File: config.mk
export PLATFORM = sky130hd
export DESIGN_NAME = eth_irq_gateway
export DESIGN_NICKNAME = d
export VERILOG_FILES = /design/src/rtl/eth_irq_gateway.sv
export SDC_FILE = /design/constraint.sdc
export NUM_CORES = 1
export LEC_CHECK = 0
export CORE_MARGIN = 8
export CORE_UTILIZATION = 54
export DETAILED_ROUTE_END_ITERATION = 16
export DONT_BUFFER_PORTS = 1
export PLACE_DENSITY_LB_ADDON = 0.25
export SYNTH_ARGS = -nofsm -noshare
export SYNTH_HDL_FRONTEND = slang
export SYNTH_SLANG_ARGS = --single-unit
File: constraint.sdc
create_clock -name clk_i -period 2 [get_ports clk_i]
set_input_delay 0.6 -clock clk_i [delete_from_list [all_inputs] [get_ports clk_i]]
set_output_delay 0.6 -clock clk_i [all_outputs]
set_load 0.02 [all_outputs]
File: src/rtl/eth_irq_gateway.sv
`default_nettype none
// ============================================================================
// eth_irq_gateway : per-source gateways + priority arbiter with claim/complete
// Revision 1.0
// ============================================================================
module eth_irq_gateway #(
  parameter int num_src_p    = 2,
  parameter int prio_width_p = 3,
  parameter int id_width_p   = $clog2(num_src_p + 1)
) (
  input  logic                    clk_i,
  input  logic                    reset_n_i,
  input  logic [num_src_p-1:0]    irq_i,
  input  logic                    prio_v_i,
  input  logic [id_width_p-1:0]   prio_id_i,
  input  logic [prio_width_p-1:0] prio_i,
  input  logic                    enable_v_i,
  input  logic [num_src_p-1:0]    enable_i,
  input  logic                    threshold_v_i,
  input  logic [prio_width_p-1:0] threshold_i,
  input  logic                    claim_v_i,
  output logic                    claim_v_o,
  output logic [id_width_p-1:0]   claim_id_o,
  input  logic                    complete_v_i,
  input  logic [id_width_p-1:0]   complete_id_i,
  output logic [num_src_p-1:0]    pending_o,
  output logic                    eip_o
);

  typedef enum logic [1:0] {
    GW_IDLE     = 2'd0,
    GW_PENDING  = 2'd1,
    GW_INFLIGHT = 2'd2
  } gw_state_e;

  gw_state_e                 state_q     [num_src_p];
  gw_state_e                 state_d     [num_src_p];
  logic [prio_width_p-1:0]   prio_q      [num_src_p];
  logic [prio_width_p-1:0]   prio_d      [num_src_p];
  logic [num_src_p-1:0]      enable_q,    enable_d;
  logic [prio_width_p-1:0]   threshold_q, threshold_d;
  logic                      eip_q,       eip_d;
  logic                      claim_v_q,   claim_v_d;
  logic [id_width_p-1:0]     claim_id_q,  claim_id_d;

  logic [num_src_p-1:0]      eligible;
  logic                      win_found;
  logic [prio_width_p-1:0]   win_prio;
  logic [id_width_p-1:0]     win_id;

  always_comb begin
    eligible  = '0;
    pending_o = '0;
    for (int k = 0; k < num_src_p; k++) begin
      pending_o[k] = (state_q[k] == GW_PENDING);
      eligible[k]  = (state_q[k] == GW_PENDING) && enable_q[k] &&
                     (prio_q[k] > threshold_q);
    end
  end

  // Ascending scan with strict '>' keeps the lowest ID on priority ties.
  always_comb begin
    win_found = 1'b0;
    win_prio  = '0;
    win_id    = '0;
    for (int k = 0; k < num_src_p; k++) begin
      if (eligible[k] && (!win_found || (prio_q[k] > win_prio))) begin
        win_found = 1'b1;
        win_prio  = prio_q[k];
        win_id    = id_width_p'(k + 1);
      end
    end
  end

  always_comb begin
    enable_d    = enable_v_i ? enable_i : enable_q;
    threshold_d = threshold_v_i ? threshold_i : threshold_q;
    eip_d       = |eligible;
    claim_v_d   = claim_v_i;
    claim_id_d  = claim_v_i ? win_id : '0;
    for (int k = 0; k < num_src_p; k++) begin
      prio_d[k]  = prio_q[k];
      state_d[k] = state_q[k];
      if (prio_v_i && (prio_id_i == id_width_p'(k + 1))) begin
        prio_d[k] = prio_i;
      end
      case (state_q[k])
        GW_IDLE: begin
          if (irq_i[k]) state_d[k] = GW_PENDING;
        end
        GW_PENDING: begin
          if (claim_v_i && (win_id == id_width_p'(k + 1))) state_d[k] = GW_INFLIGHT;
        end
        GW_INFLIGHT: begin
          if (complete_v_i && (complete_id_i == id_width_p'(k + 1))) state_d[k] = GW_IDLE;
        end
        default: state_d[k] = GW_IDLE;
      endcase
    end
  end

  always_ff @(posedge clk_i) begin
    if (!reset_n_i) begin
      enable_q    <= '0;
      threshold_q <= '0;
      eip_q       <= 1'b0;
      claim_v_q   <= 1'b0;
      claim_id_q  <= '0;
      for (int k = 0; k < num_src_p; k++) begin
        state_q[k] <= GW_IDLE;
        prio_q[k]  <= '0;
      end
    end else begin
      enable_q    <= enable_d;
      threshold_q <= threshold_d;
      eip_q       <= eip_d;
      claim_v_q   <= claim_v_d;
      claim_id_q  <= claim_id_d;
      for (int k = 0; k < num_src_p; k++) begin
        state_q[k] <= state_d[k];
        prio_q[k]  <= prio_d[k];
      end
    end
  end

  assign eip_o      = eip_q;
  assign claim_v_o  = claim_v_q;
  assign claim_id_o = claim_id_q;

endmodule
`default_nettype wire
==> flow_summary.ini, run 1 <==
[clocking]
insertion_delay_ns = 0.30
numClockSinks = 19
cts.path.max_buffers = 2
cts_made_buffers = 3
clk_pin_slew_ns = 0.12
tritoncts = built
root_buffer = clkbuf_4
htreeDepth = 1

[logic_synthesis]
yosys.area.top_type = dfxtp_1
syn_nets = 129
synth_seq_cells = 19
seq_area_frac_synth = 0.403
synth_xor_area_frac = 0
yosysWarnings = 0
synth_top_area_frac = 0.403
ys_top_cells_by_area = dfxtp_1, ha_1, mux2i_1
synth-simple-area-share = 0.233
synthAdderAreaFrac = 0.119
synth_compound_area_frac = 0.0927
synth_top_family_by_area = simple AND/OR/NAND/NOR gates
synth_cells = 99
synth_cell_types = 22
syn_area_per_cell_um2 = 9.54
syn_area_um2 = 945
synthMuxAreaShare = 0.117

[setup_path]
crit_fanout = 3
critical_path_class = reg -> reg
critPathRequiredTime_ns = 2.20
end_kind = register
critPathArrivalTime_ns = 2.57
cp-start-kind = register

[floorplanning]
core_um2 = 1690
num_rows = 15
die_width_um = 57.8
die_h_um = 57.8
start_util = 0.559
die_area_um2 = 3340
io_pins = 27

[routing]
vias = 763
wl_per_cell_um = 17.9
wl_um = 2370
postRouteAntennaNets = 0
first_iter_violations = 20
drc = 0
drtPass1Iterations = 6
vias_per_cell = 5.78

[sta]
rsz0062_at_grt = true
tightest_slew_ns = 0.246
hold_viol = 0
period_needed_ns = 2.36
fin_setup_tns_ns = -1.61
setup-violations-final = 6
fin_ws_ns = -0.361
slew_viol_final = 0
slew_headroom = 0.836
finalCritPeriodShare = 1.18
final.setup_skew_ns = 0.0128
fmax_mhz = 424

[power]
total_power_mw = 0.723
p_leak_nw = 0.518
p_seq_frac = 0.565
ir_worst_vdd_mv = 0.463
powerDensity_nw_per_um2 = 601
p_switching_mw = 0.191
p_sw_frac = 0.265
clkPwrFrac = 0.275
p_comb_frac = 0.160
cellInternalPower_mw = 0.531

[worst_hold_path]
hold_class = in -> reg

[global_route]
grt_pass1_wl_um = 3750
grt_pass1_vias = 833
overflow = 0
grt_max_degree = 18
grt_usage = 0.143
antenna_found_initial = 0

[placed_design]
place_ws_ns = -0.308
gp_congestion = 0.701
postPlaceCellArea_um2 = 1070
numPortBuffers = 0
dp_hpwl_um = 1650

[cells_and_area]
drive_gt1_frac = 0.365
n_antenna_cell = 0
fin_area_um2 = 1200
fin_nets = 146
post-route-util = 0.712
nFillCells = 131
final_cell_mix = dfxtp_1, buf_4, nor2b_1
synthToLayoutAreaGrowth_pct = 27.3
final_common_cell = dfxtp_1

[job]
maxCapViolCount = 0

[run_status]
violations = negative setup slack
status = finished, violations left
-- sequential cells by signal (all words and copies together), names as in the netlist --
signal       cells
claim_v_o        1
threshold_q      3
prio_q           6
claim_id_o       2
state_q          4
eip_o            1
enable_q         2
-- path summary, 6_finish.rpt --
kind | startpoint | end | slack (ns) | cells past startpoint
setup / recovery | threshold_q[2] | state_q[0][2] | -0.36 | 12
hold / removal | reset_n_i | enable_q[0] | 0.42 | 1
hold reg to reg | state_q[0][1] | state_q[0][1] | 0.52 | 2
setup reg to reg | threshold_q[2] | state_q[0][2] | -0.36 | 12
-- metal layers --
| layer | routed length, um | global-route usage |
|---|---|---|
| met2 | 1140 | 0.252 |
| met1 | 961 | 0.148 |
| met3 | 180 | 0.0464 |
| met5 | 0 | 0 |
| met4 | 81 | 0.0699 |
-- critical path: stages (launching register included) --
cell,delay (ns)
dfxtp_2,0.35
inv_2,0.05
ha_4,0.28
nand2_2,0.05
o21ai_2,0.13
and4_4,0.23
nand2_2,0.06
ha_4,0.27
nor2b_2,0.15
o21a_1,0.15
o21ai_2,0.08
a21o_1,0.22
o221a_1,0.25
-- area by class of cell --
type | instances | area [um^2] | area share
Sequential cell | 19 | 384 | 0.319
Timing Repair Buffer | 14 | 109 | 0.0905
Tap cell | 17 | 21.3 | 0.0177
Multi-Input combinational cell | 72 | 636 | 0.529
Inverter | 6 | 25.0 | 0.0208
Clock inverter | 1 | 5.00 | 0.00416
Clock buffer | 3 | 22.5 | 0.0187
-- what timing repair did --
item / in CTS / in global routing
buffers inserted: 2 / 0
endpoints found under the setup margin: 6 / 6
resized for setup: 12 / 8
hold endpoints to repair: 0 / 0
hold buffers: 0 / 0
pin swaps: 12 / 11
-- per-stage QoR --
stage	std cells	hold slack (ns)
2_1_floorplan	99	0.450
3_3_place_gp	126	0.462
3_5_place_dp	126	0.476
4_1_cts	132	0.420
5_1_grt	132	0.414
6_report	132	0.416
-- power groups by stage --
stage	Sequential, mW	Combinational, mW	Clock (mW)
after floorplan	0.413	0.0736	0
after global placement	0.415	0.0939	0
after detailed placement	0.416	0.0991	0
after CTS	0.407	0.109	0.198
after global routing	0.410	0.127	0.209
final	0.408	0.116	0.199
-- logic make-up (layout without fill, tap and decap cells) --
family | after synthesis | count (layout)
adders and majority gates | 9 | 9
and+or+nand+nor | 40 | 40
buffers and inverters | 8 | 24
AOI/OAI and AO/OA | 12 | 12
muxes | 11 | 11
DFF | 19 | 19
-- cell usage after synthesis --
master / n
a21boi_0: 1
a21o_1: 1
a21oi_1: 2
and2b_1: 2
and2b_2: 1
and4_4: 1
buf_4: 1
clkbuf_1: 1
dfxtp_1: 19
ha_1: 9
inv_1: 6
mux2i_1: 11
nand2_1: 11
nand3_1: 3
nand3b_1: 3
nand4_1: 1
nor2_1: 5
nor2b_1: 13
o21a_1: 1
o21ai_1: 3
o221a_1: 2
o32ai_1: 2
Power figures use the tool's default switching activity.
==> run 2: changes to the inputs <==
--- a/config.mk
+++ b/config.mk
@@ -6,7 +6,7 @@
 export NUM_CORES = 1
 export LEC_CHECK = 0
 export CORE_MARGIN = 8
-export CORE_UTILIZATION = 54
+export CORE_UTILIZATION = 55
 export DETAILED_ROUTE_END_ITERATION = 16
 export DONT_BUFFER_PORTS = 1
 export PLACE_DENSITY_LB_ADDON = 0.25
==> constraint.sdc (replaced) <==
create_clock -name clk_i -period 2.69 [get_ports clk_i]
set_input_delay 0.807 -clock clk_i [delete_from_list [all_inputs] [get_ports clk_i]]
set_output_delay 0.807 -clock clk_i [all_outputs]
set_load 0.02 [all_outputs]
==> run 2 against run 1 <==
  * Die area fell by 1.3%
  * Sequential share of layout area rose by 6.8 points
  * Count of clock-buffer cells in the layout did not move
  * Worst setup slack improved by 0.62 ns
  * The run now ends clean
  * Wire length fell by 22%
  * Register-to-register slack improved by 0.62 ns
  * Critical path depth did not move
  * Combinational power fell by 51%
  * Clock power fell by 27%
  * Power fell by 30%
==> flow_summary.ini, run 2 (synthesis results as in run 1) <==
[run_status]
status = complete, no violations

[setup_path]
r2r_start = threshold_q[2]
critPathArrivalTime_ns = 2.63
crit_fanout = 5
reg2reg_setup_slack_ns = 0.26
reg2regPathDepth = 12
cp-start-kind = register
critical_path_class = reg -> reg
r2r-end = state_q[0][0]
end_kind = register
critPathRequiredTime_ns = 2.89

[global_route]
grt_pass1_wl_um = 3120
overflow = 0
grt_usage = 0.119
antenna_found_initial = 0
grt_max_degree = 18
grt_pass1_vias = 747

[sta]
fin_ws_ns = 0.258
fin_setup_tns_ns = 0
slew_headroom = 0.837
finalCritPeriodShare = 0.904
fmax_mhz = 411
hold_viol = 0
final.setup_skew_ns = 0.00208
tightest_slew_ns = 0.244
setup-violations-final = 0
period_needed_ns = 2.43
slew_viol_final = 0
rsz0062_at_grt = false

[cells_and_area]
drive_gt1_frac = 0.0594
nFillCells = 153
n_antenna_cell = 0
final_cells = 118
post-route-util = 0.588
final-seq-area_um2 = 380
synthToLayoutAreaGrowth_pct = 3.97
final_common_cell = dfxtp_1
largest_register_ffs = 6
largest-register = prio_q
fin_nets = 132
final_cell_mix = dfxtp_1, nor2b_1, nand2_1, mux2i_1, ha_1
top_regs = prio_q x6, state_q x4, threshold_q x3
multi_input_area_um2 = 531

[routing]
first_iter_violations = 14
wl_per_cell_um = 15.6
postRouteAntennaNets = 0
drc = 0
vias = 683
drtPass1Iterations = 6
vias_per_cell = 5.79
wl_um = 1850

[placed_design]
dp_hpwl_um = 1470
place_ws_ns = 0.292
gp_congestion = 0.805
numPortBuffers = 0
dpl.cell_count = 114

[worst_hold_path]
hold_class = reg -> reg
holdPathEnd = state_q[0][1]
min_path_cells = 2
min-delay-start = state_q[0][1]

[clocking]
clk_pin_slew_ns = 0.11
ctsHoldBuffers = 0
htreeDepth = 1
numClockSinks = 19
cts.path.max_buffers = 2
cts_made_buffers = 3
root_buffer = clkbuf_4
insertion_delay_ns = 0.30
cts_setup_buffers = 0
tritoncts = built
postCtsResizedCells = 0

[floorplanning]
die_width_um = 57.4
num_rows = 15
die_h_um = 57.4
core_um2 = 1670
io_pins = 27
start_util = 0.566
die_area_um2 = 3300

[power]
ir_worst_vdd_mv = 0.284
p_leak_nw = 0.435
powerDensity_nw_per_um2 = 515
total_power_mw = 0.505

[job]
maxCapViolCount = 0
==> run 2: cell type report <==
cell class              count  share of cell area
multi-input cells          72               0.540
flip-flops and latches     19               0.387
clock buffers               3              0.0229
inverters                   6              0.0229
well taps                  17              0.0217
clock inverters             1             0.00510
==> run 2: per-layer routing <==
layer / GRT usage / routed length (um) / vias up
met3: 0.0471 / 139 / 6
met2: 0.204 / 887 / 16
met1: 0.126 / 783 / 316
li1: - / - / 345
met5: 0 / 0 / -
met4: 0.0536 / 34 / 0
==> run 2: how the worst max path moves through the flow <==
stage	from	endpoint	slack, ns	cells past startpoint
2_1_floorplan	threshold_q[2]	state_q[0][0]	0.45	12
3_3_place_gp	threshold_q[2]	state_q[0][0]	0.36	12
3_5_place_dp	threshold_q[2]	state_q[0][0]	0.29	12
4_1_cts	threshold_q[2]	state_q[0][0]	0.26	12
5_1_grt	threshold_q[2]	state_q[0][0]	0.07	12
6_report	threshold_q[2]	state_q[0][0]	0.26	12
==> run 2: worst max-delay path, stage by stage, from the launching register on <==
cell and delay [ns]:
dfxtp_1 0.36, inv_1 0.06, ha_1 0.31, nand2_1 0.06, o21ai_1 0.11, and4_4 0.26, nand2_1 0.06, ha_1 0.28
nor2b_1 0.13, o21a_1 0.16, o21ai_1 0.15, o21ai_1 0.13, o221a_1 0.25
==> run 2: report_power, final <==
| part | internal [mW] | switching (mW) | total (mW) |
|---|---|---|---|
| clock | 0.0554 | 0.0898 | 0.145 |
| sequential | 0.293 | 0.0101 | 0.303 |
| combinational | 0.0294 | 0.0280 | 0.0574 |
==> run 2: stage by stage <==
step,cell area [um^2],hold slack (ns)
3_5_place_dp,955,0.471
3_3_place_gp,955,0.459
5_1_grt,982,0.510
2_1_floorplan,945,0.450
4_1_cts,982,0.489
6_report,982,0.485
==> run 3: changes to the inputs <==
--- a/config.mk
+++ b/config.mk
@@ -10,6 +10,7 @@
 export DETAILED_ROUTE_END_ITERATION = 16
 export DONT_BUFFER_PORTS = 1
 export PLACE_DENSITY_LB_ADDON = 0.25
+export REMOVE_ABC_BUFFERS = 1
 export SYNTH_ARGS = -nofsm -noshare
 export SYNTH_HDL_FRONTEND = slang
 export SYNTH_SLANG_ARGS = --single-unit
==> run 3 against run 2 <==
  * Die area stayed put
  * Non-clock buffer count stayed put
  * Via count is 3.1% lower
  * Combinational power is 0.9% higher
  * Global-route usage is 0.27 points lower
  * Final area is 0.13% lower
  * Maximum frequency is 0.21% higher
  * Core utilization is 0.075 points lower
  * Count of clock-buffer cells in the layout is 1 higher
  * Final cell count stayed put
  * Clock power hardly changed
  * Sequential cell count stayed put
  * Largest cell class unchanged
  * Largest power group unchanged
==> flow_summary.ini, run 3 (synthesis results as in run 1) <==
[run_status]
status = complete, no violations

[floorplanning]
die_width_um = 57.4
start_util = 0.566
num_rows = 15
core_um2 = 1670
die_area_um2 = 3300
die_h_um = 57.4
io_pins = 27

[cells_and_area]
fin_area_um2 = 981
final_common_cell = dfxtp_1
largest_register_ffs = 6
n_antenna_cell = 0
top_regs = prio_q x6, state_q x4, threshold_q x3
synthToLayoutAreaGrowth_pct = 3.84
final_cell_mix = dfxtp_1, nor2b_1, nand2_1, mux2i_1, ha_1
drive_gt1_frac = 0.0495
fin_nets = 132
post-route-util = 0.587
largest-register = prio_q

[sta]
setup-violations-final = 0
hold_viol = 0
hold_ws_ns = 0.493
finalCritPeriodShare = 0.902
final.setup_skew_ns = 0.00987
fmax_mhz = 412
tightest_slew_ns = 0.256
slew_headroom = 0.829
slew_viol_final = 0
period_needed_ns = 2.43
rsz0062_at_grt = false
fin_ws_ns = 0.263
fin_setup_tns_ns = 0

[routing]
postRouteAntennaNets = 0
first_iter_violations = 21
drtPass1Iterations = 4
vias = 662
drc = 0
vias_per_cell = 5.61
wl_um = 1750
wl_per_cell_um = 14.9

[placed_design]
dp_hpwl_um = 1430
postPlaceCellArea_um2 = 955
gp_congestion = 0.793
numPortBuffers = 0
place_ws_ns = 0.276

[clocking]
htreeDepth = 1
tritoncts = built
cts.path.max_buffers = 2
postCtsResizedCells = 0
cts_setup_buffers = 0
cts_made_buffers = 3
numClockSinks = 19
clk_pin_slew_ns = 0.11
insertion_delay_ns = 0.30
root_buffer = clkbuf_4
ctsHoldBuffers = 0

[setup_path]
critPathRequiredTime_ns = 2.89
critical_path.cell_chain = inv_1, ha_1, nand2_1, o21ai_1, and4_4, nand2_1, ha_1, nor2b_1, o21a_1, o21ai_1, o21ai_1, o221a_1
path_buf_inv = 1
end_kind = register
critPathArrivalTime_ns = 2.63
crit_top_cell = o21ai_1
crit_fanout = 5
cp_slowest_cell = dfxtp_1
critPathMaxStageDelay_ns = 0.34
crit_family = compound AO/OA/AOI/OAI gates
critical_path_class = reg -> reg
cp-start-kind = register

[worst_hold_path]
hold_class = reg -> reg

[power]
powerDensity_nw_per_um2 = 515
ir_worst_vdd_mv = 0.458
p_leak_nw = 0.432

[global_route]
grt_pass1_wl_um = 3110
grt_max_degree = 18
overflow = 0
grt_usage = 0.117
antenna_found_initial = 0
grt_pass1_vias = 747

[job]
maxCapViolCount = 0
[run 3: cell types whose count changed in the layout (fill, tap and decap cells not counted)]
cell,previous run,this run
clkinv_2,1,0
clkbuf_1,0,1
[run 3: area by class of cell]
| type | instances | area, um^2 |
|---|---|---|
| inverters | 6 | 22.5 |
| flip-flops and latches | 19 | 380 |
| well taps | 17 | 21.3 |
| clock buffers | 4 | 26.3 |
| multi-input cells | 72 | 531 |
| fillers | 157 | 689 |
[run 3: worst paths after layout]
path | slack, ns | start | endpoint | cells past startpoint
worst min register to register | 0.49 | state_q[0][3] | state_q[0][3] | 2
worst max-delay path | 0.26 | threshold_q[2] | state_q[0][0] | 12
worst min-delay path | 0.49 | state_q[0][3] | state_q[0][3] | 2
worst max register to register | 0.26 | threshold_q[2] | state_q[0][0] | 12
[run 3: where the power goes]
| group | leakage, nW | switching (mW) | internal, mW |
|---|---|---|---|
| clock network | 0.0150 | 0.0866 | 0.0578 |
| logic | 0.262 | 0.0285 | 0.0294 |
| registers | 0.155 | 0.00981 | 0.293 |
| total | 0.432 | 0.125 | 0.380 |
[run 3: stage by stage]
stage	instances	total power, mW
global placement	114	0.364
CTS	118	0.510
global route	118	0.529
finish	118	0.505
detailed placement	114	0.367
floorplan	97	0.356
[run 3: metal layers]
layer  GRT usage  vias up  wire [um]
met2       0.201       16        841
li1            -      342          -
met5           0        -          0
met4      0.0536        0         29
met1       0.118      302        694
met3      0.0516        2        188
[run 3: tightest hold or removal path: stages, from the launching register on]
cell and delay [ns]:
dfxtp_1 0.33, nand2_1 0.06, o32ai_1 0.06
